==> config.mk <==
export PLATFORM = sky130hd
export DESIGN_NAME = control_sequencer
export DESIGN_NICKNAME = d
export VERILOG_FILES = /design/src/rtl/control_sequencer.sv
export SDC_FILE = /design/constraint.sdc
export NUM_CORES = 1
export LEC_CHECK = 0
export CAP_MARGIN = 15
export CORE_ASPECT_RATIO = 0.7
export CORE_UTILIZATION = 27
export CTS_CLUSTER_SIZE = 30
export DETAILED_ROUTE_END_ITERATION = 10
export PLACE_DENSITY = 0.75
export SLEW_MARGIN = 20
export SYNTH_ARGS = -nofsm -noshare
export SYNTH_HDL_FRONTEND = slang
export SYNTH_SLANG_ARGS = --single-unit
==> constraint.sdc <==
create_clock -name clk -period 1.6 [get_ports clk]
set_input_delay 0.16 -clock clk [delete_from_list [all_inputs] [get_ports clk]]
set_output_delay 0.16 -clock clk [all_outputs]
set_load 0.005 [all_outputs]
==> src/rtl/control_sequencer.sv <==
// rtl/control_sequencer.sv - Moore control sequencer for fetch/decode/execute of a small load/store ISA
//
// Ports:
//   clk          system clock, all state updates on the rising edge
//   clr          asynchronous active-high reset, forces RST and all outputs low
//   IR           instruction register contents, opcode in IR[31:27]
//   Gra/Grb/Grc  register-field select strobes
//   Rin/Rout     general register load / drive
//   BAout/Cout   base-address drive / sign-extended constant drive
//   PCout/PCin/IncPC/IRin/Yin                datapath register strobes
//   MARin/MDRin/MDRout/Read/Write            memory-path strobes
//   ZLOen/ZHIen  Z register load enables (both follow the internal Zin)
//   ZLOout       Z low-half drive
//   alu_control  ALU operation code
//   Run          high while an instruction is being sequenced (T0..T7)

module control_sequencer (
    input  logic        clk,
    input  logic        clr,
    input  logic [31:0] IR,
    output logic        Gra,
    output logic        Grb,
    output logic        Grc,
    output logic        Rin,
    output logic        Rout,
    output logic        BAout,
    output logic        Cout,
    output logic        PCout,
    output logic        PCin,
    output logic        IncPC,
    output logic        IRin,
    output logic        Yin,
    output logic        MARin,
    output logic        MDRin,
    output logic        MDRout,
    output logic        Read,
    output logic        Write,
    output logic        ZLOen,
    output logic        ZHIen,
    output logic        ZLOout,
    output logic [4:0]  alu_control,
    output logic        Run
);

    typedef enum logic [3:0] {
        RST, T0, T1, T2, T3, T4, T5, T6, T7, HALT
    } state_t;

    state_t     state;
    state_t     state_next;
    logic [4:0] opcode;
    logic       op_rr;
    logic       op_ri;
    logic       op_ld;
    logic       op_st;
    logic       op_halt;
    logic [4:0] alu_op;
    logic       zin;
    logic       unused_ir_fields;

    assign opcode           = IR[31:27];
    // Register fields are decoded by the select/encode logic, not here.
    assign unused_ir_fields = ^IR[26:0];

    // Opcode classes; anything unrecognised falls through as a nop.
    always_comb begin
        op_rr   = 1'b0;
        op_ri   = 1'b0;
        op_ld   = 1'b0;
        op_st   = 1'b0;
        op_halt = 1'b0;
        alu_op  = 5'b00000;
        case (opcode)
            5'b00000: begin op_ld = 1'b1; alu_op = 5'b00011; end
            5'b00010: begin op_st = 1'b1; alu_op = 5'b00011; end
            5'b00011: begin op_rr = 1'b1; alu_op = 5'b00011; end
            5'b00100: begin op_rr = 1'b1; alu_op = 5'b00100; end
            5'b00101: begin op_rr = 1'b1; alu_op = 5'b00101; end
            5'b00110: begin op_rr = 1'b1; alu_op = 5'b00110; end
            5'b01100: begin op_ri = 1'b1; alu_op = 5'b00011; end
            5'b01101: begin op_ri = 1'b1; alu_op = 5'b00101; end
            5'b01110: begin op_ri = 1'b1; alu_op = 5'b00110; end
            5'b11011: op_halt = 1'b1;
            default:  ;
        endcase
    end

    always_ff @(posedge clk or posedge clr) begin
        if (clr) begin
            state <= RST;
        end else begin
            state <= state_next;
        end
    end

    always_comb begin
        state_next  = state;
        Gra         = 1'b0;
        Grb         = 1'b0;
        Grc         = 1'b0;
        Rin         = 1'b0;
        Rout        = 1'b0;
        BAout       = 1'b0;
        Cout        = 1'b0;
        PCout       = 1'b0;
        PCin        = 1'b0;
        IncPC       = 1'b0;
        IRin        = 1'b0;
        Yin         = 1'b0;
        MARin       = 1'b0;
        MDRin       = 1'b0;
        MDRout      = 1'b0;
        Read        = 1'b0;
        Write       = 1'b0;
        ZLOout      = 1'b0;
        zin         = 1'b0;
        alu_control = 5'b00000;
        case (state)
            RST: state_next = T0;
            T0: begin
                PCout       = 1'b1;
                MARin       = 1'b1;
                IncPC       = 1'b1;
                zin         = 1'b1;
                alu_control = 5'b10111;
                state_next  = T1;
            end
            T1: begin
                ZLOout     = 1'b1;
                PCin       = 1'b1;
                Read       = 1'b1;
                MDRin      = 1'b1;
                state_next = T2;
            end
            T2: begin
                MDRout     = 1'b1;
                IRin       = 1'b1;
                state_next = T3;
            end
            T3: begin
                if (op_rr || op_ri) begin
                    Grb        = 1'b1;
                    Rout       = 1'b1;
                    Yin        = 1'b1;
                    state_next = T4;
                end else if (op_ld || op_st) begin
                    Grb        = 1'b1;
                    BAout      = 1'b1;
                    Yin        = 1'b1;
                    state_next = T4;
                end else if (op_halt) begin
                    state_next = HALT;
                end else begin
                    state_next = T0;
                end
            end
            T4: begin
                state_next = T0;
                if (op_rr) begin
                    Grc         = 1'b1;
                    Rout        = 1'b1;
                    zin         = 1'b1;
                    alu_control = alu_op;
                    state_next  = T5;
                end else if (op_ri || op_ld || op_st) begin
                    Cout        = 1'b1;
                    zin         = 1'b1;
                    alu_control = alu_op;
                    state_next  = T5;
                end
            end
            T5: begin
                state_next = T0;
                if (op_ld || op_st) begin
                    ZLOout     = 1'b1;
                    MARin      = 1'b1;
                    state_next = T6;
                end else if (op_rr || op_ri) begin
                    ZLOout = 1'b1;
                    Gra    = 1'b1;
                    Rin    = 1'b1;
                end
            end
            T6: begin
                state_next = T0;
                if (op_ld) begin
                    Read       = 1'b1;
                    MDRin      = 1'b1;
                    state_next = T7;
                end else if (op_st) begin
                    Gra        = 1'b1;
                    Rout       = 1'b1;
                    MDRin      = 1'b1;
                    state_next = T7;
                end
            end
            T7: begin
                state_next = T0;
                if (op_ld) begin
                    MDRout = 1'b1;
                    Gra    = 1'b1;
                    Rin    = 1'b1;
                end else if (op_st) begin
                    Write = 1'b1;
                end
            end
            HALT:    state_next = HALT;
            default: state_next = RST;
        endcase
    end

    assign ZLOen = zin;
    assign ZHIen = zin;
    assign Run   = (state != RST) && (state != HALT);

endmodule

==> impl_results.md <==
- Number of flip-flops in the largest register: 4
- Part of the power in combinational logic: between 80 and 90%
- Setup crit start kind: input port
- Via density: roughly 5.3
- Final setup viols: 23
- Largest net degree at the start of global routing: 11
- Drt total wl: 3.516 mm
- Yosys Warn Count: 0
- GR Util met3: 7.012%
- DRT iter0 DRCs: 73
- FFs w/ async S/R, synth: 100.0%
- Hold_buf cts: 0
- Avg Inst Size Synth: 6.652 um^2
- Final nets: 205
- Worst Path Required: 1440 ps
- Max clock buf depth: 2
- PnR Total Power: 2.246 mW
- Htree depth: 1
- Critical path class: in2out
- Bufs and invs on worst path: 2
- Biggest register: state
- Post-DP HPWL: 1.765 mm
- Via count: between 1000 and 1500
- 1st-pass router iterations: 4
- Max-Cap Viols: 0
- Failing checks: negative setup slack
- CP Capture Type: primary output
- NetSw: just over 900 uW
- GR Util met1: between 30% and 40%
- Overflow after GRT: 0
- Hold WC Path Type: in2async
- Initial antenna violation count: 0
- Num CTS Buffers: 3
- Final antenna diode count: 0
- Slowest stage cell, crit path: or4_4
- Unrepaired setup endpoints after global routing: yes
- Seq/Total Area, Yosys: 15.36%
- Maximum VDD drop: 572.9 uV
- Total Routing Usage GR: 25.28%
- Layout cell share with drive strength beyond 1: 69.82%
- Final period utilization: 115.0%
- Sw Ratio: 40.93%
- Largest cells by area after synthesis: dfrtp_1 (15%), nor2_1 (5.2%), or3_1 (4.8%)
- Power density cells: 1496 mW/mm^2
- Placer Congestion: 0.8460
- Final worst-path setup slack: -240.5 ps
- Die Ht: 43.11 um
- Min cycle time layout: 1841 ps
- Synth area leader: dfrtp_1
- Synth cell count leaders: nor2_1 (9), nand2_1 (8), inv_1 (7)
- Slowest Stage Delay on Critical Path: 560 ps
- M2 GR Usage: between 40% and 50%
- Synth Register Bits: 4
- TritonCTS Sinks: 4
- Site Rows: 14
- Final Hold Slack: 103.1 ps
- Cells along the critical path: buf_6 > or4_4 > or3_4 > or2_4 > o311ai_2 > buf_2
- Vias in the first global route: 995
- Final Hold Viols: 0
- Number of synthesized flops with an enable pin: 0
- Sequential power share: 8.2%
- DRC violations left: 0
- CTS tree: done
- DR WL/cell: roughly 17 um
- Worst R2R End: state[2]
- Clock transition at the registers of the reported paths: 40 ps
- Clk_skew: 7.014 ps
- Synth Cell Area: 651.9 um^2
- Io pins: 60
- Max-slew violations: 0
- GR peak layer: met2
- Clock power share: approximately 6%
- Status: finished, violations left
- R2r setup slk: 30 ps
- Internal power: 1.327 mW
- Largest regs: state x4
- Leakage power: about 0.76 nW
- Count leader, synth: nor2_1
- Skew-Pair Late Insertion Delay: 250 ps
- Initial Util: 29.54%
- CP Max Fanout: 3
- I/O Buffers: 31
- Post-synth top flop: dfrtp_1
- Post-synth net total: about 130
- Remaining antenna violation count after routing: 0
- Die width: 60.73 um
- Die area: 0.002618 mm^2
- Share of the synthesized area in the top cell type: 15.36%
- Synth cell types: 35
- Syn Inst Count: 98
- Core area: 0.002207 mm^2
- Root buf cell: clkbuf_4
- First-pass GRT wire length: 4.788 mm
- Max Fclk: 543.3 MHz
- CP arrival: 1680 ps
- Crit-path leading delay family: simple AND/OR/NAND/NOR gates
- R2r worst-path depth: 6
- R2R Path Start: state[1]
- Area delta synth->final: 130.3%
-- placed cells by master, fill, tap and decap left out, types with 2 or more instances in the layout --
| master | n |
|---|---|
| buf_4 | 31 |
| buf_6 | 25 |
| buf_2 | 21 |
| nor2_1 | 6 |
| a21oi_1 | 5 |
| inv_1 | 4 |
| nand2_1 | 4 |
| or3_4 | 4 |
| dfrtp_1 | 4 |
| nand2b_4 | 3 |
| nand2_2 | 3 |
| o21ai_0 | 3 |
| nor3_4 | 3 |
| clkbuf_4 | 3 |
| xor2_1 | 2 |
| nor2b_4 | 2 |
| nor2_4 | 2 |
| nand3_1 | 2 |
| inv_2 | 2 |
| o21ai_2 | 2 |
| a21o_1 | 2 |
| o22ai_1 | 2 |
| a211oi_1 | 2 |
| or3_1 | 2 |
-- area by class of cell --
type                            instances  area (um^2)
Clock buffer                            3        22.52
Multi-Input combinational cell         74        650.6
Tap cell                               32        40.04
Sequential cell                         4        100.1
Fill cell                             173        705.7
Timing Repair Buffer                   81        659.4
Inverter                                7        28.78
-- stage by stage --
step           utilization, %  setup slack [ps]  setup TNS [ps]  area (um^2)  cells
4_1_cts                 58.50            -247.0           -2279         1291    190
6_report                68.03            -240.5           -3057         1501    201
3_3_place_gp            51.25            -916.4          -14880         1131    175
3_5_place_dp            51.25            -937.4          -15130         1131    175
5_1_grt                 68.03            -267.0           -4356         1501    201
2_1_floorplan               -            -27.94          -46.14        663.1     98
-- kinds of logic after synthesis --
logic type | after synthesis | share of synthesized area (%)
buf+inv | 20 | 16.51
compound gates | 25 | 25.53
flops | 4 | 15.36
other cells | 1 | 0.5753
xor+xnor | 3 | 4.031
simple gates | 45 | 38.00
-- power by group through the flow --
stage | Clock (mW) | Sequential (mW) | Combinational [mW]
after floorplan | 0 | 0.155 | 0.519
after global placement | 0 | 0.172 | 1.15
after detailed placement | 0 | 0.174 | 1.16
after CTS | 0.136 | 0.174 | 1.40
after global routing | 0.152 | 0.186 | 2.02
final | 0.135 | 0.184 | 1.93
-- how the worst max path moves through the flow --
stage | start | end | slack (ps) | cells past startpoint
2_1_floorplan | IR[30] | Gra | -30 | 6
3_3_place_gp | IR[27] | Rout | -920 | 6
3_5_place_dp | IR[27] | Rout | -940 | 6
4_1_cts | IR[29] | Rout | -250 | 6
5_1_grt | state[1] | Rout | -270 | 6
6_report | IR[31] | Rout | -240 | 6
-- metal layers --
metal  vias to the layer above  wire length [um]  share of wire, %
met5                         -                 0                 0
met4                         0                74               2.1
met3                         8               315               9.0
met2                        76              1733                49
met1                       505              1393                40
li1                        478                 -                 -
-- what timing repair did --
action / CTS / global route
buffers inserted: 12 / 14
endpoints found under the setup margin: 28 / 27
resized for setup: 158 / 32
pin swaps: 14 / 7
Power figures use the tool's default switching activity.
